### src/rtl/dino_pkg.sv
// Shared types and default geometry for the dino sprite path (also used by vga_disp).
package dino_pkg;

   localparam int unsigned CoordW  = 10;
   localparam int unsigned VelW    = 7;
   localparam int unsigned VelMagW = 6;
   localparam int unsigned HeightW = 8;

   localparam logic [CoordW-1:0]  DefDinoX   = 10'd80;
   localparam logic [CoordW-1:0]  DefGroundY = 10'd380;
   localparam logic [CoordW-1:0]  DefCeilY   = 10'd0;
   localparam logic [HeightW-1:0] DefStandH  = 8'd40;
   localparam logic [HeightW-1:0] DefDuckH   = 8'd24;
   localparam logic [VelMagW-1:0] DefJumpVel = 6'd14;
   localparam logic [VelMagW-1:0] DefGravity = 6'd1;
   localparam logic [VelMagW-1:0] DefMaxFall = 6'd14;

   typedef enum logic [2:0] {
      StGround,
      StDuck,
      StRise,
      StFall,
      StDead
   } dino_state_e;

endpackage

### src/rtl/dino_jump_ctrl_if.sv
// Frame/button inputs and sprite outputs exchanged between the game logic and dino_jump_ctrl.
interface dino_jump_ctrl_if;
   import dino_pkg::*;

   logic                frame_tick;
   logic                jump_btn;
   logic                duck_btn;
   logic                alive;
   logic [CoordW-1:0]   dino_h;
   logic [CoordW-1:0]   dino_v;
   logic [HeightW-1:0]  dino_height;
   logic                airborne;
   logic                jump_pulse;
   logic                land_pulse;

   modport master (
      output frame_tick, jump_btn, duck_btn, alive,
      input  dino_h, dino_v, dino_height, airborne, jump_pulse, land_pulse
   );

   modport slave (
      input  frame_tick, jump_btn, duck_btn, alive,
      output dino_h, dino_v, dino_height, airborne, jump_pulse, land_pulse
   );

endinterface

### src/rtl/btn_sync.sv
// Two-flop synchroniser for an asynchronous button with a registered rising-edge strobe.
module btn_sync (
   input  logic clk,
   input  logic clr,
   input  logic btn,
   output logic lvl,
   output logic rise
);

   logic meta_q, sync_q, prev_q, rise_q;

   always_ff @(posedge clk) begin
      if (clr) begin
         meta_q <= 1'b0;
         sync_q <= 1'b0;
         prev_q <= 1'b0;
         rise_q <= 1'b0;
      end else begin
         meta_q <= btn;
         sync_q <= meta_q;
         prev_q <= sync_q;
         rise_q <= sync_q & ~prev_q;
      end
   end

   assign lvl  = sync_q;
   assign rise = rise_q;

endmodule

### src/rtl/dino_jump_ctrl.sv
// Per-frame dino sprite physics (jump, duck, gravity, death freeze) feeding vga_disp.
// Optional FAST_FALL_EN: duck held while airborne doubles the gravity decrement.
module dino_jump_ctrl
   import dino_pkg::*;
#(
   parameter logic [CoordW-1:0]  DINO_X   = DefDinoX,
   parameter logic [CoordW-1:0]  GROUND_Y = DefGroundY,
   parameter logic [CoordW-1:0]  CEIL_Y   = DefCeilY,
   parameter logic [HeightW-1:0] STAND_H  = DefStandH,
   parameter logic [HeightW-1:0] DUCK_H   = DefDuckH,
   parameter logic [VelMagW-1:0] JUMP_VEL = DefJumpVel,
   parameter logic [VelMagW-1:0] GRAVITY  = DefGravity,
   parameter logic [VelMagW-1:0] MAX_FALL = DefMaxFall
) (
   input logic             vgaclk,
   input logic             clr,
   dino_jump_ctrl_if.slave bus
);

   logic jump_rise, jump_lvl_unused;
   logic duck_lvl, duck_rise_unused;

   btn_sync u_jump_sync (
      .clk  (vgaclk),
      .clr  (clr),
      .btn  (bus.jump_btn),
      .lvl  (jump_lvl_unused),
      .rise (jump_rise)
   );

   btn_sync u_duck_sync (
      .clk  (vgaclk),
      .clr  (clr),
      .btn  (bus.duck_btn),
      .lvl  (duck_lvl),
      .rise (duck_rise_unused)
   );

   dino_state_e            state_q, state_d;
   logic signed [VelW-1:0] vel_q, vel_d;
   logic [CoordW-1:0]      pos_q, pos_d;
   logic [HeightW-1:0]     height_q, height_d;
   logic                   jump_pend_q, jump_pend_d;
   logic                   jump_pulse_q, jump_pulse_d;
   logic                   land_pulse_q, land_pulse_d;

   logic                   jump_req;
   logic signed [CoordW:0] next_y;
   logic signed [VelW+1:0] vel_dec, vel_sub, vel_floor, vel_next;

   // A rise landing on the tick cycle itself still counts as a request.
   assign jump_req = jump_pend_q | jump_rise;

   // Positive velocity moves the sprite up, i.e. towards smaller row numbers.
   assign next_y = $signed({1'b0, pos_q})
                   - $signed({{(CoordW + 1 - VelW){vel_q[VelW-1]}}, vel_q});

`ifdef FAST_FALL_EN
   assign vel_dec = duck_lvl ? $signed((VelW + 2)'({GRAVITY, 1'b0}))
                             : $signed((VelW + 2)'(GRAVITY));
`else
   assign vel_dec = $signed((VelW + 2)'(GRAVITY));
`endif

   assign vel_floor = -$signed((VelW + 2)'(MAX_FALL));
   assign vel_sub   = $signed({{2{vel_q[VelW-1]}}, vel_q}) - vel_dec;
   assign vel_next  = (vel_sub < vel_floor) ? vel_floor : vel_sub;

   always_comb begin
      state_d      = state_q;
      vel_d        = vel_q;
      pos_d        = pos_q;
      height_d     = height_q;
      jump_pend_d  = jump_req;
      jump_pulse_d = 1'b0;
      land_pulse_d = 1'b0;
      if (!bus.alive) begin
         state_d     = StDead;
         jump_pend_d = 1'b0;
      end else if (state_q == StDead) begin
         state_d     = StGround;
         pos_d       = GROUND_Y;
         vel_d       = '0;
         height_d    = STAND_H;
         jump_pend_d = 1'b0;
      end else if (bus.frame_tick) begin
         jump_pend_d = 1'b0;
         case (state_q)
            StGround, StDuck: begin
               if (jump_req) begin
                  state_d      = StRise;
                  vel_d        = $signed({1'b0, JUMP_VEL});
                  pos_d        = GROUND_Y;
                  height_d     = STAND_H;
                  jump_pulse_d = 1'b1;
               end else if (duck_lvl) begin
                  // Shorter sprite pushed down so the feet stay on the ground line.
                  state_d  = StDuck;
                  pos_d    = GROUND_Y + CoordW'(STAND_H - DUCK_H);
                  height_d = DUCK_H;
               end else begin
                  state_d  = StGround;
                  pos_d    = GROUND_Y;
                  height_d = STAND_H;
               end
            end
            StRise, StFall: begin
               if (vel_q[VelW-1] && (next_y >= $signed({1'b0, GROUND_Y}))) begin
                  state_d      = StGround;
                  pos_d        = GROUND_Y;
                  vel_d        = '0;
                  land_pulse_d = 1'b1;
               end else if (next_y < $signed({1'b0, CEIL_Y})) begin
                  state_d = StFall;
                  pos_d   = CEIL_Y;
                  vel_d   = '0;
               end else begin
                  pos_d   = next_y[CoordW-1:0];
                  vel_d   = vel_next[VelW-1:0];
                  state_d = (!vel_next[VelW+1] && (vel_next != '0)) ? StRise : StFall;
               end
            end
            default: ;
         endcase
      end
   end

   always_ff @(posedge vgaclk) begin
      if (clr) begin
         state_q      <= StGround;
         vel_q        <= '0;
         pos_q        <= GROUND_Y;
         height_q     <= STAND_H;
         jump_pend_q  <= 1'b0;
         jump_pulse_q <= 1'b0;
         land_pulse_q <= 1'b0;
      end else begin
         state_q      <= state_d;
         vel_q        <= vel_d;
         pos_q        <= pos_d;
         height_q     <= height_d;
         jump_pend_q  <= jump_pend_d;
         jump_pulse_q <= jump_pulse_d;
         land_pulse_q <= land_pulse_d;
      end
   end

   assign bus.dino_h      = DINO_X;
   assign bus.dino_v      = pos_q;
   assign bus.dino_height = height_q;
   assign bus.airborne    = (state_q == StRise) || (state_q == StFall);
   assign bus.jump_pulse  = jump_pulse_q;
   assign bus.land_pulse  = land_pulse_q;

endmodule

### src/flat_wrapper.sv
// flat-port wrapper written by rule: the top's interface ports become plain ports
module dino_jump_ctrl_flat import dino_pkg::*;
#(
   parameter logic [CoordW-1:0]  DINO_X   = DefDinoX,
   parameter logic [CoordW-1:0]  GROUND_Y = DefGroundY,
   parameter logic [CoordW-1:0]  CEIL_Y   = DefCeilY,
   parameter logic [HeightW-1:0] STAND_H  = DefStandH,
   parameter logic [HeightW-1:0] DUCK_H   = DefDuckH,
   parameter logic [VelMagW-1:0] JUMP_VEL = DefJumpVel,
   parameter logic [VelMagW-1:0] GRAVITY  = DefGravity,
   parameter logic [VelMagW-1:0] MAX_FALL = DefMaxFall
)
  (vgaclk, clr, bus_frame_tick, bus_jump_btn, bus_duck_btn, bus_alive, bus_dino_h, bus_dino_v, bus_dino_height, bus_airborne, bus_jump_pulse, bus_land_pulse);
  dino_jump_ctrl_if bus_i ();
  input logic vgaclk;
  input logic clr;
  input wire logic [$bits(bus_i.frame_tick)-1:0] bus_frame_tick;
  input wire logic [$bits(bus_i.jump_btn)-1:0] bus_jump_btn;
  input wire logic [$bits(bus_i.duck_btn)-1:0] bus_duck_btn;
  input wire logic [$bits(bus_i.alive)-1:0] bus_alive;
  output wire logic [$bits(bus_i.dino_h)-1:0] bus_dino_h;
  output wire logic [$bits(bus_i.dino_v)-1:0] bus_dino_v;
  output wire logic [$bits(bus_i.dino_height)-1:0] bus_dino_height;
  output wire logic [$bits(bus_i.airborne)-1:0] bus_airborne;
  output wire logic [$bits(bus_i.jump_pulse)-1:0] bus_jump_pulse;
  output wire logic [$bits(bus_i.land_pulse)-1:0] bus_land_pulse;
  assign bus_i.frame_tick = bus_frame_tick;
  assign bus_i.jump_btn = bus_jump_btn;
  assign bus_i.duck_btn = bus_duck_btn;
  assign bus_i.alive = bus_alive;
  assign bus_dino_h = bus_i.dino_h;
  assign bus_dino_v = bus_i.dino_v;
  assign bus_dino_height = bus_i.dino_height;
  assign bus_airborne = bus_i.airborne;
  assign bus_jump_pulse = bus_i.jump_pulse;
  assign bus_land_pulse = bus_i.land_pulse;
  dino_jump_ctrl #(.DINO_X(DINO_X), .GROUND_Y(GROUND_Y), .CEIL_Y(CEIL_Y), .STAND_H(STAND_H), .DUCK_H(DUCK_H), .JUMP_VEL(JUMP_VEL), .GRAVITY(GRAVITY), .MAX_FALL(MAX_FALL)) u_core (.vgaclk(vgaclk), .clr(clr), .bus(bus_i));
endmodule
### config.mk
export PLATFORM = sky130hd
export DESIGN_NAME = dino_jump_ctrl_flat
export DESIGN_NICKNAME = d
export VERILOG_FILES = /design/src/rtl/dino_pkg.sv /design/src/rtl/dino_jump_ctrl_if.sv /design/src/rtl/btn_sync.sv /design/src/rtl/dino_jump_ctrl.sv /design/src/flat_wrapper.sv
export SDC_FILE = /design/constraint.sdc
export NUM_CORES = 1
export LEC_CHECK = 0
export ABC_AREA = 0
export BUFFER_PORTS_ARGS = -buffer_cell sky130_fd_sc_hd__buf_2
export CAP_MARGIN = 25
export CORE_MARGIN = 1
export CORE_UTILIZATION = 50
export CTS_CLUSTER_DIAMETER = 120
export CTS_CLUSTER_SIZE = 25
export DETAILED_ROUTE_END_ITERATION = 10
export GPL_TIMING_DRIVEN = 0
export MAX_ROUTING_LAYER = met4
export PLACE_DENSITY = 0.73
export SETUP_SLACK_MARGIN = 0.2
export SLEW_MARGIN = 0
export SYNTH_ARGS = -nofsm -noshare
export SYNTH_HDL_FRONTEND = slang
export SYNTH_HIERARCHICAL = 1
export SYNTH_SLANG_ARGS = --single-unit
### constraint.sdc
create_clock -name vgaclk -period 3.6 [get_ports vgaclk]
set_input_delay 0.72 -clock vgaclk [delete_from_list [all_inputs] [get_ports vgaclk]]
set_output_delay 0.72 -clock vgaclk [all_outputs]
set_load 0.02 [all_outputs]
Word-level counts from Yosys, hierarchy flattened

Index checks and enable logic that the tools add are counted.

Flip-flop bits (word level): 37
Bits in latches: 0
RAM bits: 0
ROM bits: 0
Input bits: 6
Output and inout bits: 31
Logic and storage cells: 84
Memories: 0

Add/subtract/negate cells: 2
Multiply operators: 0
Divide/modulo/power cells: 0
Order comparisons: 3
Equality and inequality tests: 7
Shifts and indexed selects: 0
Muxes and demuxes: 30
Bitwise logic cells: 7
Reductions and logical operators: 21

Operator list:

| operator             | number |
|---|---|
| $mux 10              | 5 |
| $mux 8               | 5 |
| $mux 7               | 5 |
| $pmux 10 s2          | 1 |
| $mux 3               | 6 |
| $pmux 7 s2           | 1 |
| $ge 11x10->1 const B | 1 |
| $lt 11x1->1 const B  | 1 |
| $sub 11x7->11        | 1 |
| $reduce_or 5->1      | 2 |
| $lt 9x5->1 const B   | 1 |
| $mux 9               | 1 |
| $reduce_bool 9->1    | 1 |
| $sub 7x2->8 const B  | 1 |
| $eq 3x2->1 const B   | 2 |
| $mux 6               | 1 |
| $pmux 3 s2           | 1 |
| $reduce_and 3->1     | 2 |
| $reduce_bool 2->1    | 3 |
| $not 1->1            | 5 |
| $mux 1               | 4 |
| $ne 4x1->1 const B   | 1 |
| $reduce_and 2->1     | 2 |
| $reduce_and 4->1     | 1 |
| 14 further kinds     | 16 |

Longest topological paths before layout

Gate-level depths: netlist (run 1).

Depth in word-level cells: 12
Gate-level depth with buffers: 15
Gate-level depth less buffers: 13

Modules after synthesis

The synthesis (run 1) kept the hierarchy.

By module, submodules not included:

| module         | times used | cells each | area each (um2) | sequential area each (um2) |
|---|---|---|---|---|
| dino_jump_ctrl | 1          | 261        | 2052.0          | 500.5 |
| btn_sync       | 2          | 8          | 111.4           | 80.1 |

Worst setup path before layout (run 1)

OpenSTA, ideal clock, no wires.

Path type: register to register
From: register u_core.vel_q[6]
To: register u_core.vel_q[5]
Library setup time: 0.079 ns
Arrival time: 2.676 ns
Data required time: 3.521 ns
Path slack: 0.845 ns
Cell stages (with the launch flop): 13
Buffers on the path: 3
Clock period less this slack: 2.755 ns
Cells stage by stage: dfxtp_1 clkbuf_1 inv_1 ha_1 clkbuf_1 a21o_1 o41ai_4 nor3_1 a311oi_2 a31o_1 buf_6 a31oi_1 a211oi_2

Word-level cells in the longest chain between the ends: 8
Elaborated cells between the ends (all ways): 12
Classes of those cells: 2 x add/sub; 3 x order compare; 6 x mux; 1 x reduce/logical

RTL lines:

| item                   | line                  | source |
|---|---|---|
| start, declared        | dino_jump_ctrl.sv:40  | `logic signed [VelW-1:0] vel_q, vel_d;` |
| start signal, assigned | dino_jump_ctrl.sv:139 | `vel_q <= vel_d;` |
| $sub 7x2->8            | dino_jump_ctrl.sv:66  | `assign vel_sub = $signed({{2{vel_q[VelW-1]}}, vel_q}) - vel_dec;` |
| $lt 9x5->1             | dino_jump_ctrl.sv:67  | `assign vel_next = (vel_sub < vel_floor) ? vel_floor : vel_sub;` |
| $mux 9                 | dino_jump_ctrl.sv:67  |  |
| $mux 7                 | dino_jump_ctrl.sv:113 | `end else if (next_y < $signed({1'b0, CEIL_Y})) begin` |
| $mux 7 (*)             | dino_jump_ctrl.sv:108 | `if (vel_q[VelW-1] && (next_y >= $signed({1'b0, GROUND_Y}))) begin` |
| $pmux 7 s2 (*)         | dino_jump_ctrl.sv:88  | `case (state_q)` |
| $mux 7 (*)             | dino_jump_ctrl.sv:86  | `end else if (bus.frame_tick) begin` |
| $mux 7 (*)             | dino_jump_ctrl.sv:80  | `end else if (state_q == StDead) begin` |

Every way passes the cells marked *; elsewhere a longest branch is shown, timed or not. The select of a mux whose other input is x is not followed.
A chain may end at the register's enable or synchronous reset.

Worst setup path after layout (run 1)

From: register u_core.vel_q[2]
To: register u_core.vel_q[2]

Same word-level chain as after synthesis.

==> results of run 1 <==
[layout make-up]
cell class / count / area [um2] / share of cell area
multi-input cells: 215 / 1430 / 0.560
flip-flops and latches: 31 / 621 / 0.244
plain buffers: 28 / 176 / 0.0693
repair buffers: 20 / 100 / 0.0393
clock buffers: 5 / 68.8 / 0.0270
well taps: 50 / 62.6 / 0.0246
inverters: 13 / 48.8 / 0.0192
clock inverters: 3 / 43.8 / 0.0172
[layer usage]
| layer | vias up | global-route usage | routed length [um] |
|---|---|---|---|
| li1 | 1037 | - | - |
| met1 | 935 | 0.302 | 2280 |
| met2 | 68 | 0.355 | 2120 |
| met3 | 5 | 0.0526 | 382 |
| met4 | 0 | 0.0599 | 37 |
| met5 | - | - | 0 |
[cell usage in the layout (no fill, tap or decap), types with 4 or more instances in the layout]
cell and n:
a21o_1 4, a21oi_1 16, a221oi_1 4, a31oi_1 8, and2_1 5, and3_1 4, buf_2 21, buf_4 16
clkbuf_1 6, clkbuf_8 5, conb_1 16, dfxtp_1 31, ha_1 12, inv_1 13, nand2_1 15, nand2b_1 5
nand3_1 5, nor2_1 25, nor2b_1 9, nor3_1 10, o211ai_1 4, o21a_1 4, o21ai_0 10, o21ai_1 4
xnor2_1 10
[per-stage QoR]
step,utilization,power [mW],worst slack (ns)
3_5_place_dp,0.591,0.816,0.404
6_report,0.619,1.15,0.396
5_1_grt,0.619,1.24,0.227
4_1_cts,0.618,1.16,0.376
3_3_place_gp,0.591,0.808,0.372
2_1_floorplan,-,0.734,0.845
[where the power goes]
| group | total [mW] | switching (mW) | internal (mW) |
|---|---|---|---|
| sequential | 0.367 | 0.00840 | 0.359 |
| combinational | 0.450 | 0.280 | 0.170 |
| clock | 0.337 | 0.131 | 0.206 |
[state kept, by name, summed over array words and instances, names as in the netlist]
signal,flops
u_core/u_jump_sync/meta_q,1
u_core/bus.land_pulse,1
u_core/jump_pend_q,1
u_core/u_jump_sync/lvl,1
u_core/bus.jump_pulse,1
u_core/state_q,3
u_core/bus.dino_height,2
u_core/u_duck_sync/meta_q,1
u_core/u_duck_sync/lvl,1
u_core/vel_q,7
u_core/bus.dino_v,10
u_core/u_jump_sync/rise,1
u_core/u_jump_sync/prev_q,1
[final timing paths]
path,to,slack [ns]
setup / recovery,u_core/vel_q[2],0.40
hold reg to reg,u_core/u_jump_sync/rise,0.41
setup reg to reg,u_core/vel_q[2],0.40
hold / removal,u_core/u_jump_sync/rise,0.41
[worst register-to-register path: stages, from the launching register on]
cell and delay (ns):
dfxtp_1 0.30, clkbuf_1 0.29, inv_1 0.16, ha_1 0.30, buf_2 0.17, a211oi_2 0.10
or4b_1 0.50, o2111ai_1 0.16, nor3b_2 0.30, o21ai_2 0.10, a31o_1 0.26, a2111oi_1 0.38
nor2_1 0.07
==> results_dict.tcl, run 1 <==
set metrics [dict create \
    outcome "complete, no violations" \
    gr-total-overflow 0 \
    drt_iter0_drc 119 \
    setup_tns_ns 0 \
    grt_pass1_wl_mm 7.82 \
    wl_per_cell_um 13.2 \
    cts-root-buf "clkbuf_8" \
    slew_headroom 0.535 \
    yosys_warnings 6 \
    finalCritPeriodShare 0.890 \
    rsz0062_at_grt "false" \
    tightest_slew_ns 0.691 \
    critPathMaxStageDelay_ns 0.50 \
    io_buffers 20 \
    io-pin-count 37 \
    crit_chain "clkbuf_1, inv_1, ha_1, buf_2, a211oi_2, or4b_1, o2111ai_1, nor3b_2, o21ai_2, a31o_1, a2111oi_1, nor2_1" \
    fp.dieW_um 68.6 \
    drc 0 \
    clkTransAtPathRegs_ns 0.07 \
    antenna_found_initial 0 \
    fin_crit_ns 3.20 \
    final_cell_area_mm2 0.00255 \
    cts_tree "done" \
    final_max_slew_viol_count 0 \
    max-vdd-ir-drop_v 0.000455 \
    cp.required_ns 3.76 \
    cp-start-kind "flip-flop" \
    crit_fanout 7 \
    grtUsageTotal 0.230 \
    r2r-start "u_core/vel_q[2]" \
    cts_sinks 31 \
    vias_per_cell 5.60 \
    area_growth_pct 14.9 \
    dieArea_mm2 0.00470 \
    critPathKind "flip-flop to flip-flop" \
    gp_congestion 0.890 \
    placed_area_mm2 0.00243 \
    worstRegToRegCells 12 \
    diodes 0 \
    core_mm2 0.00412 \
    h-tree-depth 2 \
    clkLatencyLatePin_ns 0.28 \
    cp.arrival_ns 3.36 \
    dr.pass1.iters 4 \
    finClkSkew_ns 0.00606 \
    grt_max_degree 12 \
    clockBufferDepth 2 \
    clock.fmax_mhz 312 \
    cap_violations 0 \
    holdBufCountCts 0 \
    numCtsBuffers 5 \
    hpwl_mm 3.70 \
    drive_gt1_frac 0.194 \
    path_delay_family "compound AO/OA/AOI/OAI gates" \
    num-fill-cells 370 \
    power.leakage_nw 1.05 \
    wirelength_mm 4.82 \
    whs_path_depth 1 \
    syn_inst 273 \
    power_density_mw_per_mm2 453 \
    crit_buf_inv 3 \
    worstSetupStartpoint "u_core/vel_q[2]" \
    report.final.setup_viol 0 \
    num_rows 23 \
    worstHoldStart "u_core/u_jump_sync/prev_q" \
    antenna_left 0 \
    netlist_area_mm2 0.00222 \
    fin_hold_ws_ns 0.413 \
    postCtsSetupBuffers 0 \
    initial_core_util 0.538 \
    cp.depth 12 \
    dr_total_vias 2045 \
    crit_slowest_cell "or4b_1" \
    grt_pass1_vias 1727 \
    hp-class "flip-flop to flip-flop" \
    final_hold_viol_count 0 \
    synth_area_per_cell_um2 8.12 \
    stdcell_count 365 \
    endpoint_kind "flip-flop" \
    die_h_um 68.6 \
    post_cts_resized 0 \
    fin_nets 333 \
    dp.cells 357 \
]
(Power assumes the default switching activity.)
==> run 2, diff against run 1 <==
--- a/config.mk
+++ b/config.mk
@@ -9,6 +9,8 @@
 export BUFFER_PORTS_ARGS = -buffer_cell sky130_fd_sc_hd__buf_2
 export CAP_MARGIN = 25
+export CELL_PAD_IN_SITES_DETAIL_PLACEMENT = 0
+export CELL_PAD_IN_SITES_GLOBAL_PLACEMENT = 1
 export CORE_MARGIN = 1
-export CORE_UTILIZATION = 50
+export CORE_UTILIZATION = 42
 export CTS_CLUSTER_DIAMETER = 120
 export CTS_CLUSTER_SIZE = 25
@@ -16,5 +18,5 @@
 export GPL_TIMING_DRIVEN = 0
 export MAX_ROUTING_LAYER = met4
-export PLACE_DENSITY = 0.73
+export PLACE_DENSITY = 0.81
 export SETUP_SLACK_MARGIN = 0.2
 export SLEW_MARGIN = 0
==> constraint.sdc (replaced) <==
create_clock -name vgaclk -period 3.6 [get_ports vgaclk]
set_input_delay 0.54 -clock vgaclk [delete_from_list [all_inputs] [get_ports vgaclk]]
set_output_delay 0.54 -clock vgaclk [all_outputs]
set_load 0.02 [all_outputs]
==> results_dict.tcl, run 2 (synthesis results as in run 1) <==
set metrics [dict create \
    cp-start-kind "flip-flop" \
    finClkSkew_ns 0.00787 \
    clock.fmax_mhz 310 \
    power.internal_mw 0.736 \
    final_common_cell "dfxtp_1" \
    worst_slack_ns 0.378 \
    cts-root-buf "clkbuf_8" \
    gp_congestion 0.836 \
    report.final.setup_viol 0 \
    vias_per_cell 5.38 \
    h-tree-depth 2 \
    clkLatencyLatePin_ns 0.29 \
    num-fill-cells 538 \
    wl_per_cell_um 13.5 \
    hpwl_mm 3.91 \
    p_seq_frac 0.314 \
    switchingPower_mw 0.431 \
    endpoint_kind "flip-flop" \
    fp.dieW_um 74.6 \
    core_mm2 0.00511 \
    power.leakage_nw 1.06 \
    path_delay_family "compound AO/OA/AOI/OAI gates" \
    drive_gt1_frac 0.197 \
    dieArea_mm2 0.00557 \
    mostFrequentLayoutCells "31 x dfxtp_1, 25 x nor2_1, 21 x buf_2" \
    fin_crit_ns 3.22 \
    critPathMaxStageDelay_ns 0.49 \
    cap_violations 0 \
    crit_fanout 7 \
    drt_iter0_drc 117 \
    dr_total_vias 2071 \
    die_h_um 74.6 \
    grt_pass1_wl_mm 8.78 \
    area_growth_pct 16.1 \
    antenna_found_initial 0 \
    dp.cells 377 \
    num_rows 26 \
    critPathKind "flip-flop to flip-flop" \
    power_density_mw_per_mm2 454 \
    stdcell_count 385 \
    grtUsageTotal 0.215 \
    dr.pass1.iters 4 \
    cts_tree "done" \
    gr-total-overflow 0 \
    grt_max_degree 12 \
    numCtsBuffers 5 \
    io_buffers 20 \
    fin_nets 333 \
    cp.required_ns 3.77 \
    io-pin-count 37 \
    crit_chain "ha_1, inv_1, fa_1, a211oi_2, o21bai_1, a221oi_1, xnor2_1, o21ai_2, a31o_1, a2111oi_1, nor2_1" \
    grt_pass1_vias 1831 \
    clockBufferDepth 2 \
    wirelength_mm 5.20 \
    cp.arrival_ns 3.39 \
    finalCritPeriodShare 0.895 \
    p_clk_frac 0.295 \
    crit_buf_inv 1 \
    holdBufCountCts 0 \
    fin_hold_ws_ns 0.405 \
    clkTransAtPathRegs_ns 0.07 \
    diodes 0 \
    swShare 0.369 \
    slew_headroom 0.536 \
    final_max_slew_viol_count 0 \
    crit_slowest_cell "fa_1" \
    antenna_left 0 \
    share_comb_of_total_power 0.391 \
    setup_tns_ns 0 \
    final_hold_viol_count 0 \
    rsz0062_at_grt "false" \
    cts_sinks 31 \
    largest_reg_flops 10 \
    dp_slack_ns 0.309 \
    hp-class "flip-flop to flip-flop" \
    tightest_slew_ns 0.689 \
    outcome "complete, no violations" \
    initial_core_util 0.434 \
    max-vdd-ir-drop_v 0.000264 \
    drc 0 \
]
==> run 2: cell counts in the layout (fill, tap and decap cells not counted) <==
Identical to the previous run, type by type.
==> run 2: cell type report <==
type	instances	area, um2	area share
well taps	70	87.6	0.0340
repair buffers	20	100	0.0389
clock buffers	5	68.8	0.0268
multi-input cells	215	1430	0.554
plain buffers	28	178	0.0691
flip-flops and latches	31	621	0.241
inverters	13	48.8	0.0190
clock inverters	3	43.8	0.0170
==> run 2: per-layer routing <==
metal	share of wire	up-vias	global-route usage	wire length [um]
li1	-	1041	-	-
met1	0.49	959	0.295	2550
met2	0.45	66	0.324	2340
met3	0.054	5	0.0361	279
met4	0.0065	0	0.0629	34
met5	0	-	-	0
==> run 2: stage by stage <==
stage          cell area [um2]  power [mW]   util
4_1_cts                   2570        1.17  0.503
6_report                  2570        1.17  0.504
2_1_floorplan             2270       0.734      -
5_1_grt                   2570        1.25  0.504
3_5_place_dp              2460       0.820  0.481
3_3_place_gp              2460       0.819  0.481
==> run 2: power groups by stage <==
stage | Clock, mW | Combinational, mW | Sequential (mW)
final | 0.344 | 0.456 | 0.367
after floorplan | 0 | 0.357 | 0.377
after global placement | 0 | 0.445 | 0.374
after global routing | 0.364 | 0.516 | 0.369
after detailed placement | 0 | 0.445 | 0.375
after CTS | 0.352 | 0.449 | 0.367
==> run 2: worst paths after layout <==
| check | start | depth (start not counted) | endpoint | slack, ns |
|---|---|---|---|---|
| setup / recovery | u_core/vel_q[0] | 11 | u_core/vel_q[2] | 0.38 |
| hold / removal | u_core/u_jump_sync/prev_q | 1 | u_core/u_jump_sync/rise | 0.41 |
| setup reg to reg | u_core/vel_q[0] | 11 | u_core/vel_q[2] | 0.38 |
| hold reg to reg | u_core/u_jump_sync/prev_q | 1 | u_core/u_jump_sync/rise | 0.41 |
==> run 2: timing repair <==
| item | 4_1_cts | 5_1_grt |
|---|---|---|
| setup buffers | 0 | 0 |
| gates resized for setup | 0 | 6 |
| endpoints found under the setup margin | 0 | 16 |
